`src/rtl/audio_pdm_mixer_if.sv`:
```
// audio_pdm_mixer_if: sound-source inputs and PDM/clip outputs of the audio mixer
// master: drives sample_en, opl_snd, tandy_snd, speaker_in, atten, mute, clip_clear
// slave:  the mixer; drives aud_l, aud_r, clip
interface audio_pdm_mixer_if;
    logic        sample_en;
    logic [15:0] opl_snd;
    logic [7:0]  tandy_snd;
    logic        speaker_in;
    logic [2:0]  atten;
    logic        mute;
    logic        clip_clear;
    logic        aud_l;
    logic        aud_r;
    logic        clip;
    modport master (
        output sample_en, opl_snd, tandy_snd, speaker_in, atten, mute, clip_clear,
        input  aud_l, aud_r, clip
    );
    modport slave (
        input  sample_en, opl_snd, tandy_snd, speaker_in, atten, mute, clip_clear,
        output aud_l, aud_r, clip
    );
endinterface

```
`src/rtl/audio_pdm_mixer.sv`:
```
// audio_pdm_mixer: mixes OPL2, Tandy and PC-speaker into a clamped, attenuated 1-bit PDM stream
// clock_i : block clock
// reset_i : synchronous active-high reset
// bus     : slave side of audio_pdm_mixer_if (sources and controls in, aud_l/aud_r/clip out)
module audio_pdm_mixer #(
    parameter int unsigned OPL_SHIFT   = 2,
    parameter int unsigned TANDY_SHIFT = 5,
    parameter logic [15:0] SPK_LEVEL   = 16'h4000
) (
    input logic               clock_i,
    input logic               reset_i,
    audio_pdm_mixer_if.slave  bus
);
    logic               spk_meta_q;
    logic               spk_s_q;
    logic [15:0]        opl_q, opl_d;
    logic [7:0]         tand_q, tand_d;
    logic signed [19:0] sum;
    logic               sat_hi, sat_lo;
    logic [15:0]        mix_q, mix_d;
    logic               clip_q, clip_d;
    logic signed [15:0] mix_s, mix_shr;
    logic [15:0]        dac_q, dac_d;
    logic [16:0]        acc_q, acc_d;

    // The sum is one bit wider than the 19 bits the legal parameter range needs,
    // so the clamp comparison can never see a wrapped value.
    always_comb begin
        opl_d   = bus.sample_en ? bus.opl_snd : opl_q;
        tand_d  = bus.sample_en ? bus.tandy_snd : tand_q;
        sum     = ($signed({{4{opl_q[15]}}, opl_q}) <<< OPL_SHIFT)
                + $signed({12'd0, tand_q} << TANDY_SHIFT)
                + $signed({4'd0, spk_s_q ? SPK_LEVEL : 16'd0});
        sat_hi  = sum > 20'sd32767;
        sat_lo  = sum < -20'sd32768;
        mix_d   = sat_hi ? 16'h7FFF : sat_lo ? 16'h8000 : sum[15:0];
        // a saturation in the same cycle as a clear keeps the flag set
        clip_d  = sat_hi | sat_lo | (clip_q & ~bus.clip_clear);
        // shift kept in its own signed statement so it stays arithmetic
        mix_s   = $signed(mix_q);
        mix_shr = mix_s >>> bus.atten;
        dac_d   = bus.mute ? 16'd0 : mix_shr;
        // offset-binary input: carry density equals (dac ^ 8000h) / 65536
        acc_d   = {1'b0, acc_q[15:0]} + {1'b0, dac_q ^ 16'h8000};
    end

    always_ff @(posedge clock_i) begin
        if (reset_i) begin
            spk_meta_q <= 1'b0;
            spk_s_q    <= 1'b0;
            opl_q      <= '0;
            tand_q     <= '0;
            mix_q      <= '0;
            clip_q     <= 1'b0;
            dac_q      <= '0;
            acc_q      <= '0;
        end else begin
            spk_meta_q <= bus.speaker_in;
            spk_s_q    <= spk_meta_q;
            opl_q      <= opl_d;
            tand_q     <= tand_d;
            mix_q      <= mix_d;
            clip_q     <= clip_d;
            dac_q      <= dac_d;
            acc_q      <= acc_d;
        end
    end

    assign bus.aud_l = acc_q[16];
    assign bus.aud_r = acc_q[16];
    assign bus.clip  = clip_q;
endmodule

```
`src/flat_wrapper.sv`:
```
// flat-port wrapper written by rule: the top's interface ports become plain ports
module audio_pdm_mixer_flat 
#(
    parameter int unsigned OPL_SHIFT   = 2,
    parameter int unsigned TANDY_SHIFT = 5,
    parameter logic [15:0] SPK_LEVEL   = 16'h4000
)
  (clock_i, reset_i, bus_sample_en, bus_opl_snd, bus_tandy_snd, bus_speaker_in, bus_atten, bus_mute, bus_clip_clear, bus_aud_l, bus_aud_r, bus_clip);
  audio_pdm_mixer_if bus_i ();
  input logic clock_i;
  input logic reset_i;
  input wire logic [$bits(bus_i.sample_en)-1:0] bus_sample_en;
  input wire logic [$bits(bus_i.opl_snd)-1:0] bus_opl_snd;
  input wire logic [$bits(bus_i.tandy_snd)-1:0] bus_tandy_snd;
  input wire logic [$bits(bus_i.speaker_in)-1:0] bus_speaker_in;
  input wire logic [$bits(bus_i.atten)-1:0] bus_atten;
  input wire logic [$bits(bus_i.mute)-1:0] bus_mute;
  input wire logic [$bits(bus_i.clip_clear)-1:0] bus_clip_clear;
  output wire logic [$bits(bus_i.aud_l)-1:0] bus_aud_l;
  output wire logic [$bits(bus_i.aud_r)-1:0] bus_aud_r;
  output wire logic [$bits(bus_i.clip)-1:0] bus_clip;
  assign bus_i.sample_en = bus_sample_en;
  assign bus_i.opl_snd = bus_opl_snd;
  assign bus_i.tandy_snd = bus_tandy_snd;
  assign bus_i.speaker_in = bus_speaker_in;
  assign bus_i.atten = bus_atten;
  assign bus_i.mute = bus_mute;
  assign bus_i.clip_clear = bus_clip_clear;
  assign bus_aud_l = bus_i.aud_l;
  assign bus_aud_r = bus_i.aud_r;
  assign bus_clip = bus_i.clip;
  audio_pdm_mixer #(.OPL_SHIFT(OPL_SHIFT), .TANDY_SHIFT(TANDY_SHIFT), .SPK_LEVEL(SPK_LEVEL)) u_core (.clock_i(clock_i), .reset_i(reset_i), .bus(bus_i));
endmodule
```
`config.mk`:
```
export PLATFORM = sky130hd
export DESIGN_NAME = audio_pdm_mixer_flat
export DESIGN_NICKNAME = d
export VERILOG_FILES = /design/src/rtl/audio_pdm_mixer_if.sv /design/src/rtl/audio_pdm_mixer.sv /design/src/flat_wrapper.sv
export SDC_FILE = /design/constraint.sdc
export NUM_CORES = 1
export LEC_CHECK = 0
export ABC_AREA = 1
export CAP_MARGIN = 20
export CORE_MARGIN = 1.5
export CORE_UTILIZATION = 58
export DETAILED_ROUTE_END_ITERATION = 8
export PLACE_DENSITY = 0.8
export SLEW_MARGIN = 25
export SYNTH_ARGS = -nofsm -noshare
export SYNTH_HDL_FRONTEND = slang
export SYNTH_SLANG_ARGS = --single-unit
```
`constraint.sdc`:
```
create_clock -name clock_i -period 2.7 [get_ports clock_i]
set_clock_uncertainty 0.1 [all_clocks]
set_input_delay 0.405 -clock clock_i [delete_from_list [all_inputs] [get_ports clock_i]]
set_output_delay 0.405 -clock clock_i [all_outputs]
set_load 0.005 [all_outputs]
```
Word level (Yosys, flattened, before mapping)
Cells that the tools add are included.
Cells by class
  add/subtract/negate cells: 3
  magnitude comparators: 2
  shift-type cells: 1
  multiplexer cells: 3
  bitwise logic cells: 5
  reductions and logical operators: 2
Operators with widths (number)
  $mux W15: 2
  $add A20 B17 Y20: 1
  $gt A20 B16 Y1 const B: 1
  $lt A20 B16 Y1 const B: 1
  $add A18 B14 Y19: 1
  $add A16 B16 Y17: 1
  $mux W16: 1
  $sshr A16 B3 Y16: 1
  $reduce_or A2 Y1: 2
  $not A1 Y1: 2
  $or A1 B1 Y1: 2
  $and A1 B1 Y1: 1
Storage, ports and cells
  flip-flop bits (word level): 76
  logic and storage cells: 25

Longest topological paths before layout
Gate-level depths: netlist of the first run.
  depth after elaboration: 5
  mapped depth: 20
  depth with buffers taken out: 20

Worst setup path after synthesis of the first run
Ideal clock, no wire load.
  path kind: register -> register
  start: reg u_core.tand_q[0]
  end: reg u_core.mix_q[10]
  library setup time: 0.114 ns
  arrival time: 2.268 ns
  data required time: 2.486 ns
  setup slack: 0.219 ns
  stages on the path, launching flop included: 18
  period minus slack after synthesis: 2.481 ns
  cells stage by stage: dfxtp_1 -> ha_1 -> inv_1 -> fa_1 -> nor2_2 -> nand2_1 -> nand3_2 -> nand3_1 -> nand2_1 -> inv_1 -> ha_1 -> inv_1 -> nand2_1 -> a21oi_1 -> nand3_1 -> nand3_2 -> buf_6 -> nand2_1
On the way
  cells in the longest elaborated chain, start to end: 5
  elaborated cells between the ends (all ways): 6
  those cells by class: add/sub: 2; order compare: 2; mux: 2
RTL lines
  start, declared: RTL line audio_pdm_mixer.sv:17  | logic [7:0] tand_q, tand_d;
  start signal, assigned: RTL line audio_pdm_mixer.sv:61  | tand_q <= tand_d;
  $add A18 B14 Y19 *: RTL line audio_pdm_mixer.sv:32  | + $signed({12'd0, tand_q} << TANDY_SHIFT)
  $add A20 B17 Y20 *: RTL line audio_pdm_mixer.sv:33  | + $signed({4'd0, spk_s_q ? SPK_LEVEL : 16'd0});
  $lt A20 B16 Y1: RTL line audio_pdm_mixer.sv:35  | sat_lo = sum < -20'sd32768;
  $mux W16: RTL line audio_pdm_mixer.sv:36  | mix_d = sat_hi ? 16'h7FFF : sat_lo ? 16'h8000 : sum[15:0];
  $mux W15 *: RTL line audio_pdm_mixer.sv:36
  end signal, assigned: RTL line audio_pdm_mixer.sv:62  | mix_q <= mix_d;
  end, declared: RTL line audio_pdm_mixer.sv:20  | logic [15:0] mix_q, mix_d;
Mark *: on every way between the ends. The rest lies on a longest branch, timed or not.
A chain may end at the register's enable or synchronous reset.

Worst setup path after layout of the first run
  start: reg u_core.opl_q[10]
  end: reg u_core.clip_q (netlist: u_core.bus.clip)
On the way
  cells in the longest elaborated chain, start to end: 5
  elaborated cells between the ends (all ways): 6
  those cells by class: add/sub: 2; order compare: 2; bitwise: 2
RTL lines
  start, declared: RTL line audio_pdm_mixer.sv:16  | logic [15:0] opl_q, opl_d;
  start signal, assigned: RTL line audio_pdm_mixer.sv:60  | opl_q <= opl_d;
  $add A18 B14 Y19 *: RTL line audio_pdm_mixer.sv:32
  $add A20 B17 Y20 *: RTL line audio_pdm_mixer.sv:33
  $gt A20 B16 Y1 or $lt A20 B16 Y1 (tied branches): RTL line audio_pdm_mixer.sv:34, audio_pdm_mixer.sv:35
  $or A1 B1 Y1 * (2 in series): RTL line audio_pdm_mixer.sv:38  | clip_d = sat_hi | sat_lo | (clip_q & ~bus.clip_clear);
  end signal, assigned: RTL line audio_pdm_mixer.sv:63  | clip_q <= clip_d;
  end, declared: RTL line audio_pdm_mixer.sv:21  | logic clip_q, clip_d;
Marked as above.

==> results.tsv, run 1 <==
metric	value	unit
outcome	finished, final reports clean	
syn avg cell area	6.973	sq um
final-report setup violation count	0	
Max Clock Freq	382.2	MHz
clock slew at reported path FFs	80	ps
Final HPWL DP	6657	um
vias in the first global route	3695	
drt first pass iters	4	
Largest delay share family, worst path	simple AND/OR/NAND/NOR gates	
Antenna Cells	0	
post-synth top area cell	dfxtp_1	
VDD IR-drop max	0.3665	mV
top post-synthesis cells by area	dfxtp_1, nand2_1, ha_1, o21ai_0, nor2_1	
max cap viols	0	
Slew HR	52.05	%
Seq cells post-synth	75	
most frequent CP cell	nand2_1	
RSZ-0062 raised after global routing	true	
combinational share of power	18.5	%
Clock power frac	37.5	%
Final period util	96.91	%
post-synth top area share	37.06	%
Int Pwr	0.002046	W
final core area utilization	73.07	%
sequential share of power	44.0	%
CORE AREA	0.006756	sq mm
Die Wd	86.58	um
worst hold slack	326.0	ps
H-tree depth	3	
I/O Buffers	35	
Fill cells	525	
crit end category	flip-flop	
Synth Cell Area	0.004051	sq mm
post-synthesis sequential area ratio	37.06	%
Critical Path RT	2850	ps
Distinct cells, synth	34	
routability cong.	0.9406	
Multi-input gate area	0.002405	sq mm
Clock Tree Root	clkbuf_8	
crit path buf inv count	3	
largest net degree at the start of global routing	28	
Vias	3826	
maximum buffer depth of the clock tree	2	
Tmin final	2617	ps
worst slew pin tran	718.5	ps
antenna-violating nets left	0	
Total Wirelength	9432	um
clock sink count	75	
PnR Total Power	0.002843	W
initial core utilization	59.96	%
Worst R2R Path Depth	18	
share of layout cells above drive strength 1	10.54	%
critical path class	reg -> reg	
max incr delay on CP	330	ps
DRT iter0 DRCs	144	
Hold Crit Depth	2	
Worst Setup Start Kind	flip-flop	
Die Y	86.58	um
CTS Buf Count	9	
Worst path slowest cell	ha_2	
first-pass GRT wire length	15260	um
initial antenna violation count	0	
Sequential Area	0.001504	sq mm
CP Cell Sequence	ha_1 > buf_4 > nand2_1 > nand2_2 > nor2_2 > nand3_4 > nand2_1 > nand2_1 > nand2_1 > inv_1 > ha_2 > inv_1 > nor2_1 > nand2_2 > nand2_4 > nand2_1 > nand2_1 > nand2_1	
Area Growth Syn to Fin	21.87	%
Synthesized Nets	642	
Hold Crit Class	reg -> reg	
I/O pin total	36	
Crit path depth	18	
# rows	30	
NetSw	0.0007969	W
Slew Viols, Final	0	
Leak	2.295	nW
Hold Vio Cnt, Final	0	
Power Density	575.7	mW/mm^2
CP max FO	7	
CP Data Arrival Time	2770	ps
DR vias/cell	5.419	
# DRC	0	
WL/cell	13.36	um
Sw Share	28.03	%
GRT Total Usage	26.29	%
DIE AREA	0.007495	sq mm
Warnings, synthesis	0	
nets	682	
CTS tree	built	
GRT overflow	0	
Syn Inst Count	581	
Clk Latency, worst-skew pair	360	ps
cells in the mapped netlist, drive strengths merged:
master   number
a21o          1
a211oi        1
o21bai        2
a31oi         1
clkbuf       16
nor3          1
nor2         80
ha           26
fa            2
inv          61
nand4         5
nor4          1
dfxtp        75
buf           4
o2111ai       1
xnor2         3
o21ai        60
a21oi        42
mux2i         7
xor2          5
a21boi        2
nand3        35
a221oi        1
nor3b         1
nand3b        3
o21a          4
nand2       141
worst paths after layout:
| check | startpoint | endpoint | slack [ps] |
|---|---|---|---|
| hold / removal | u_core.spk_meta_q$_SDFF_PP0_ | u_core.spk_s_q$_SDFF_PP0_ | 330 |
| setup reg to reg | u_core.opl_q[10]$_SDFFE_PP0P_ | u_core.bus.clip$_SDFF_PP0_ | 80 |
| setup / recovery | u_core.opl_q[10]$_SDFFE_PP0P_ | u_core.bus.clip$_SDFF_PP0_ | 80 |
| hold reg to reg | u_core.spk_meta_q$_SDFF_PP0_ | u_core.spk_s_q$_SDFF_PP0_ | 330 |
logic make-up after synthesis:
group | count (synthesis) | synth area share [%]
AO/OA/AOI/OAI | 115 | 15.04
XOR/XNOR | 8 | 1.730
adder cells (fa/ha/maj) | 28 | 9.018
buffers and inverters | 81 | 7.968
flip-flops | 75 | 37.06
multiplexers | 7 | 1.730
AND/OR/NAND/NOR | 267 | 27.46
per-stage QoR:
step | TNS [ps] | instances | instance area (sq um) | setup WS, ps
CTS | 0 | 703 | 4775 | 51.35
detailed placement | -442.5 | 686 | 4496 | -56.68
floorplan | 0 | 581 | 4051 | 218.5
global placement | 0 | 686 | 4496 | 105.6
global route | -1097 | 706 | 4937 | -99.11
finish | 0 | 706 | 4937 | 83.47
power groups by stage:
stage | Sequential [W] | Combinational [W] | Clock (W)
after floorplan | 0.00126 | 0.000338 | 0
after global placement | 0.00127 | 0.000466 | 0
after detailed placement | 0.00127 | 0.000478 | 0
after CTS | 0.00125 | 0.000493 | 0.00108
after global routing | 0.00126 | 0.000591 | 0.00114
final | 0.00125 | 0.000525 | 0.00107
worst reg2reg max path, cell delays in order, from the launching register on:
cell,delay (ps)
dfxtp_1,320
ha_1,320
buf_4,160
nand2_1,110
nand2_2,80
nor2_2,160
nand3_4,110
nand2_1,70
nand2_1,60
nand2_1,90
inv_1,60
ha_2,330
inv_1,50
nor2_1,120
nand2_2,110
nand2_4,120
nand2_1,60
nand2_1,60
nand2_1,40
sequential cells by signal, indices dropped and copies added, names as in the netlist:
signal,cells
u_core.acc_q,17
u_core.bus.clip,1
u_core.dac_q,16
u_core.mix_q,15
u_core.opl_q,16
u_core.spk_meta_q,1
u_core.spk_s_q,1
u_core.tand_q,8
placed cells by master (no fill, tap or decap), types with 7 or more instances in the layout:
master,netlist,layout
buf_4,1,11
dfxtp_1,75,73
o21ai_0,58,57
mux2i_1,7,7
nand3_1,32,29
clkbuf_8,0,9
nand2_2,2,8
inv_1,59,58
nor2_1,76,74
clkdlybuf4s50_1,0,35
ha_1,26,19
a21oi_1,42,41
nand2_1,139,132
area by class of cell:
type	count	area share [%]
clock buffers	9	2.509
clock inverters	7	2.484
inverters	61	4.638
multi-input cells	427	48.71
flip-flops and latches	75	30.46
well taps	80	2.027
repair buffers	47	9.174
timing repair:
action                                  CTS  global route
hold buffers                              0             0
cloned                                    1             1
resized for setup                         4            31
pin swaps                                 1            13
hold endpoints to repair                  0             0
buffers inserted                          0             2
endpoints found under the setup margin   14            16
metal layers:
layer / GRT usage [%] / routed length [um] / vias to the layer above
li1: - / - / 1976
met1: 26.94 / 3846 / 1720
met2: 49.86 / 4847 / 98
met3: 5.905 / 306 / 32
met4: 12.90 / 432 / 0
met5: 0 / 0 / -
No activity file was read; power rests on OpenSTA's default activity.
==> inputs of run 2 (changes only) <==
PLACE_DENSITY = 0.91   (was 0.8)
==> run 2 against run 1 <==
Net effect:
- the flow now finishes with violations (setup timing)
- final area decreased by 2.3%
- routed wire length up 8.8%
- combinational power increased by 1%
- sequential cell count unchanged
- clock power down 30%
- sequential power is essentially flat
- critical endpoint unchanged
==> results.tsv, run 2 (synthesis results as in run 1) <==
metric	value	unit	change
critical path class	reg -> reg		
Tmin final	2760	ps	+143.3 ps
Sequential Area	0.001510	sq mm	+0.42%
max incr delay on CP	340	ps	about the same
worst slew pin tran	811.6	ps	+93.17 ps
Final period util	102.2	%	+5.3 points
CP Cell Sequence	ha_4 > nand2_1 > nand2_1 > inv_1 > nand2_1 > nand2_1 > nand3_2 > xor2_1 > ha_2 > ha_2 > inv_1 > nand2_2 > nand2_1 > nor2_2 > nand2_2 > nand2_4 > nand2_2 > nand2_1 > nand2_1		
CORE AREA	0.006756	sq mm	unchanged
Max Clock Freq	362.3	MHz	-5.2%
Multi-input gate area	0.002406	sq mm	about the same
clock slew at reported path FFs	80	ps	about the same
CTS Buf Count	9		unchanged
DR vias/cell	5.704		+5.2%
nets	679		-0.44%
CP max FO	7		unchanged
Final HPWL DP	6723	um	+0.99%
CTS tree	built		
initial antenna violation count	0		unchanged
outcome	complete, but fails checks		
share of layout cells above drive strength 1	10.93	%	+0.39 points
Worst Setup Slack, final	-59.85	ps	-143.3 ps
most frequent CP cell	nand2_1		
vias in the first global route	3687		-0.22%
Inst Count DP	682		-0.58%
Hold Crit Class	reg -> reg		
# rows	30		unchanged
VDD IR-drop max	0.3649	mV	-0.42%
I/O pin total	36		unchanged
maximum buffer depth of the clock tree	2		unchanged
NetSw	0.0007621	W	-4.4%
Power Density	526.0	mW/mm^2	-8.6%
antenna-violating nets left	0		unchanged
worst hold slack	331.1	ps	+5.122 ps
GRT Total Usage	25.60	%	-0.68 points
Sw Share	30.04	%	+2.0 points
GRT overflow	0		unchanged
max reg flops	17		unchanged
Int Pwr	0.001775	W	-13%
Antenna Cells	0		unchanged
failing checks	setup timing		
Vias	4004		+4.7%
Hold Vio Cnt, Final	0		unchanged
H-tree depth	3		unchanged
Fill cells	519		-1.1%
CP Data Arrival Time	2910	ps	+140 ps
Largest regs	u_core.acc_q: 17 flops, u_core.dac_q: 16 flops, u_core.opl_q: 16 flops		
top register by number of flip-flops	u_core.acc_q		
Hold Crit Depth	2		unchanged
most frequent cells in the layout	nand2_1, nor2_1, dfxtp_1		
crit path buf inv count	2		-1
Largest delay share family, worst path	simple AND/OR/NAND/NOR gates		
Slew Viols, Final	0		unchanged
first-pass GRT wire length	15120	um	-0.90%
Slew HR	45.83	%	-6.2 points
Die Wd	86.58	um	unchanged
drt first pass iters	5		+1
Critical Path RT	2850	ps	about the same
DRT iter0 DRCs	220		+53%
largest net degree at the start of global routing	39		+39%
sequential share of power	49.7	%	+5.7 points
clock sink count	75		unchanged
Worst R2R Path Depth	19		+1
Clk Latency, worst-skew pair	350	ps	about the same
I/O Buffers	35		unchanged
number of hold buffers added after CTS	0		unchanged
Leak	2.234	nW	-2.6%
DIE AREA	0.007495	sq mm	unchanged
Area Growth Syn to Fin	19.06	%	
Crit path depth	19		+1
WL/cell	14.62	um	+9.4%
most common cell after layout, fill and taps aside	nand2_1		
Die Y	86.58	um	unchanged
Worst path slowest cell	dfxtp_2		
# DRC	0		unchanged
crit end category	flip-flop		
Total Wirelength	10260	um	+8.8%
Clock power frac	29.4	%	-8.1 points
post-route insts no fill	702		-0.57%
routability cong.	0.8725		-7.2%
Worst Setup Start Kind	flip-flop		
combinational share of power	21.0	%	+2.5 points
max cap viols	0		unchanged
Clock Tree Root	clkbuf_8		
initial core utilization	59.96	%	unchanged
final-report setup violation count	14		+14
[run 2: cell type report]
cell class,instances,area share [%]
multi-input combinational,427,49.88
sequential,75,31.31
timing repair buffer,44,8.664
inverter,61,4.747
clock buffer,12,3.009
tap,80,2.075
clock inverter,3,0.3113
[run 2: power groups by stage]
stage / clock network, W / logic (W) / registers, W
final: 0.000745 / 0.000532 / 0.00126
after global routing: 0.000798 / 0.000592 / 0.00127
after CTS: 0.000743 / 0.000484 / 0.00125
after detailed placement: 0 / 0.000467 / 0.00127
after global placement: 0 / 0.000448 / 0.00127
after floorplan: 0 / 0.000338 / 0.00126
[run 2: metal layers]
| metal | wire (um) | track usage (%) | vias up |
|---|---|---|---|
| li1 | - | - | 1964 |
| met5 | 0 | 0 | - |
| met2 | 5184 | 46.24 | 167 |
| met4 | 612 | 17.30 | 0 |
| met3 | 469 | 3.810 | 67 |
| met1 | 3997 | 27.50 | 1806 |
[run 2: worst paths after layout]
kind / endpoint / slack (ps) / startpoint
worst max register to register: u_core.bus.clip$_SDFF_PP0_ / -60 / u_core.opl_q[7]$_SDFFE_PP0P_
worst min-delay path: u_core.spk_s_q$_SDFF_PP0_ / 330 / u_core.spk_meta_q$_SDFF_PP0_
worst min register to register: u_core.spk_s_q$_SDFF_PP0_ / 330 / u_core.spk_meta_q$_SDFF_PP0_
worst max-delay path: u_core.bus.clip$_SDFF_PP0_ / -60 / u_core.opl_q[7]$_SDFFE_PP0P_
[run 2: worst reg2reg max path: stages, from the launching register on]
cell and delay (ps):
dfxtp_2 340, ha_4 300, nand2_1 70, nand2_1 120, inv_1 60, nand2_1 100, nand2_1 100, nand3_2 100
xor2_1 180, ha_2 220, ha_2 180, inv_1 60, nand2_2 80, nand2_1 70, nor2_2 150, nand2_2 110
nand2_4 140, nand2_2 70, nand2_1 50, nand2_1 40
[run 2: metrics by stage]
step	area [sq um]	util (%)	worst slack (ps)	setup TNS [ps]	total power, W
floorplan	4051	-	218.5	0	0.001594
global placement	4453	65.91	123.6	0	0.001718
detailed placement	4453	65.91	-33.91	-232.9	0.001740
CTS	4648	68.80	3.764	0	0.002475
global route	4823	71.39	-169.4	-1966	0.002656
finish	4823	71.39	-59.85	-432.7	0.002537
[run 2: what timing repair did]
item / in CTS / in global routing
endpoints found under the setup margin: 14 / 16
pin swaps: 1 / 9
buffers inserted: 0 / 3
resized for setup: 4 / 36
cloned: 1 / 1
==> inputs of run 3 (changes only) <==
CORE_MARGIN = 2   (was 1.5)
==> run 3 against run 2 <==
Net effect:
- the flow now finishes without violations
- routed wire length is 7.1% lower
- non-clock buffer count up 2
- final area up 1.1%
- utilization rose by 0.42 points
- die area grew 2.3%
- global-route usage down 1.6 points
- sequential power barely moved
- first-iteration DRC count decreased by 40%
- critical path depth decreased by 4
- setup slack gained 130 ps
- largest cell class unchanged
- largest power group unchanged
==> results.tsv, run 3 (synthesis results as in run 1) <==
metric	value	unit	change
outcome	finished, final reports clean		
clock sink count	75		unchanged
Vias	3876		-3.2%
critical path class	reg -> reg		
worst slew pin tran	722.1	ps	-89.57 ps
Die Wd	87.58	um	+1.2%
Final HPWL DP	6622	um	-1.5%
Critical Path RT	2840	ps	about the same
hold_sp	u_core.spk_meta_q$_SDFF_PP0_		
most frequent CP cell	nand2_1		
Total Wirelength	9534	um	-7.1%
I/O pin total	36		unchanged
crit path buf inv count	1		-1
CORE AREA	0.006794	sq mm	+0.56%
H-tree depth	3		unchanged
Largest delay share family, worst path	simple AND/OR/NAND/NOR gates		
Max Clock Freq	380.4	MHz	+5.0%
most frequent cells in the layout	nand2_1, nor2_1, dfxtp_1		
Hold Crit Class	reg -> reg		
CTS tree	built		
Crit Reg-Reg Startpoint	u_core.opl_q[7]$_SDFFE_PP0P_		
Setup TNS Final	0	ps	+432.7 ps
top register by number of flip-flops	u_core.acc_q		
# rows	30		unchanged
drt first pass iters	5		unchanged
GRT overflow	0		unchanged
max incr delay on CP	340	ps	about the same
nets	681		+0.29%
Worst path slowest cell	dfxtp_1		
max cap viols	0		unchanged
DRT iter0 DRCs	132		-40%
Hold Vio Cnt, Final	0		unchanged
Leak	2.254	nW	+0.88%
Area Growth Syn to Fin	20.41	%	
number of hold buffers added after CTS	0		unchanged
WL/cell	13.24	um	-9.4%
I/O Buffers	35		unchanged
Largest regs	u_core.acc_q: 17 flops, u_core.dac_q: 16 flops, u_core.opl_q: 16 flops		
Slew Viols, Final	0		unchanged
vias in the first global route	3523		-4.4%
DIE AREA	0.007669	sq mm	+2.3%
CP Cell Sequence	ha_4 > nand2_1 > nor2_1 > nand3_1 > nand3_2 > xor2_1 > ha_2 > ha_2 > inv_2 > nor2_2 > nand3_1 > nand2_1 > nand3_4 > nand3_4 > nand2_1		
Die Y	87.58	um	+1.2%
final-report setup violation count	0		-14
clock slew at reported path FFs	70	ps	about the same
CP max FO	8		+1
routability cong.	0.8915		+2.2%
worst hold slack	320.6	ps	-10.52 ps
# DRC	0		unchanged
Worst Setup Slack, final	71.35	ps	+131.2 ps
DR vias/cell	5.383		-5.6%
CTS Buf Count	9		unchanged
largest net degree at the start of global routing	39		unchanged
Final period util	97.36	%	-4.9 points
initial antenna violation count	0		unchanged
Worst Setup Start Kind	flip-flop		
share of layout cells above drive strength 1	11.54	%	+0.61 points
Clk Latency, worst-skew pair	360	ps	about the same
Worst Setup SP	u_core.opl_q[7]$_SDFFE_PP0P_		
Antenna Cells	0		unchanged
max reg flops	17		unchanged
Clock Tree Root	clkbuf_8		
GRT Total Usage	23.99	%	-1.6 points
antenna-violating nets left	0		unchanged
crit end category	flip-flop		
Setup WS pre-CTS	27.82	ps	+61.73 ps
initial core utilization	59.63	%	-0.33 points
Power Density	518.5	mW/mm^2	-1.4%
Slew HR	51.81	%	+6.0 points
PnR Total Power	0.002530	W	-0.30%
VDD IR-drop max	0.3642	mV	-0.19%
maximum buffer depth of the clock tree	2		unchanged
first-pass GRT wire length	14560	um	-3.7%
Tmin final	2629	ps	-131.2 ps
CP Data Arrival Time	2770	ps	-140 ps
most common cell after layout, fill and taps aside	nand2_1		
[run 3: metrics by stage]
stage / utilization [%] / cells / area [sq um]
floorplan: - / 581 / 4051
global placement: 66.35 / 701 / 4508
detailed placement: 66.35 / 701 / 4508
CTS: 68.71 / 716 / 4668
global route: 71.80 / 720 / 4878
finish: 71.80 / 720 / 4878
[run 3: repair_timing]
item	in CTS	in global routing
setup buffers	0	2
resized for setup	0	42
setup endpoints to repair	0	15
[run 3: report_power, final]
part	internal, W	switching [W]
registers	0.00120	0.0000548
clock network	0.000350	0.000394
logic	0.000226	0.000303
total	0.00178	0.000752
[run 3: path summary, 6_finish.rpt]
kind	slack, ps	end	depth (start not counted)
worst max-delay path	70	u_core.mix_q[10]$_SDFF_PP0_	15
worst min-delay path	320	u_core.spk_s_q$_SDFF_PP0_	2
worst max register to register	70	u_core.mix_q[10]$_SDFF_PP0_	15
worst min register to register	320	u_core.spk_s_q$_SDFF_PP0_	2
[run 3: final cells by class]
| cell class | count | area [sq um] |
|---|---|---|
| Multi-Input combinational cell | 427 | 2416 |
| Clock inverter | 3 | 15.01 |
| Fill cell | 535 | 1916 |
| Inverter | 61 | 229.0 |
| Sequential cell | 75 | 1508 |
| Tap cell | 96 | 120.1 |
| Clock buffer | 12 | 145.1 |
| Timing Repair Buffer | 46 | 445.4 |
[run 3: worst min-delay path: cells and delay by family, from the launching register on]
kind / cells / cell delay (ps)
buf+inv: 1 / 40
flops: 1 / 310
simple gates: 1 / 30
[run 3: per-layer routing]
| layer | global-route usage [%] | vias up | wire length, um |
|---|---|---|---|
| met4 | 9.930 | 0 | 384 |
| met2 | 44.77 | 106 | 4907 |
| met1 | 26.41 | 1759 | 3887 |
| met3 | 4.618 | 37 | 354 |
| li1 | - | 1974 | - |
| met5 | 0 | - | 0 |
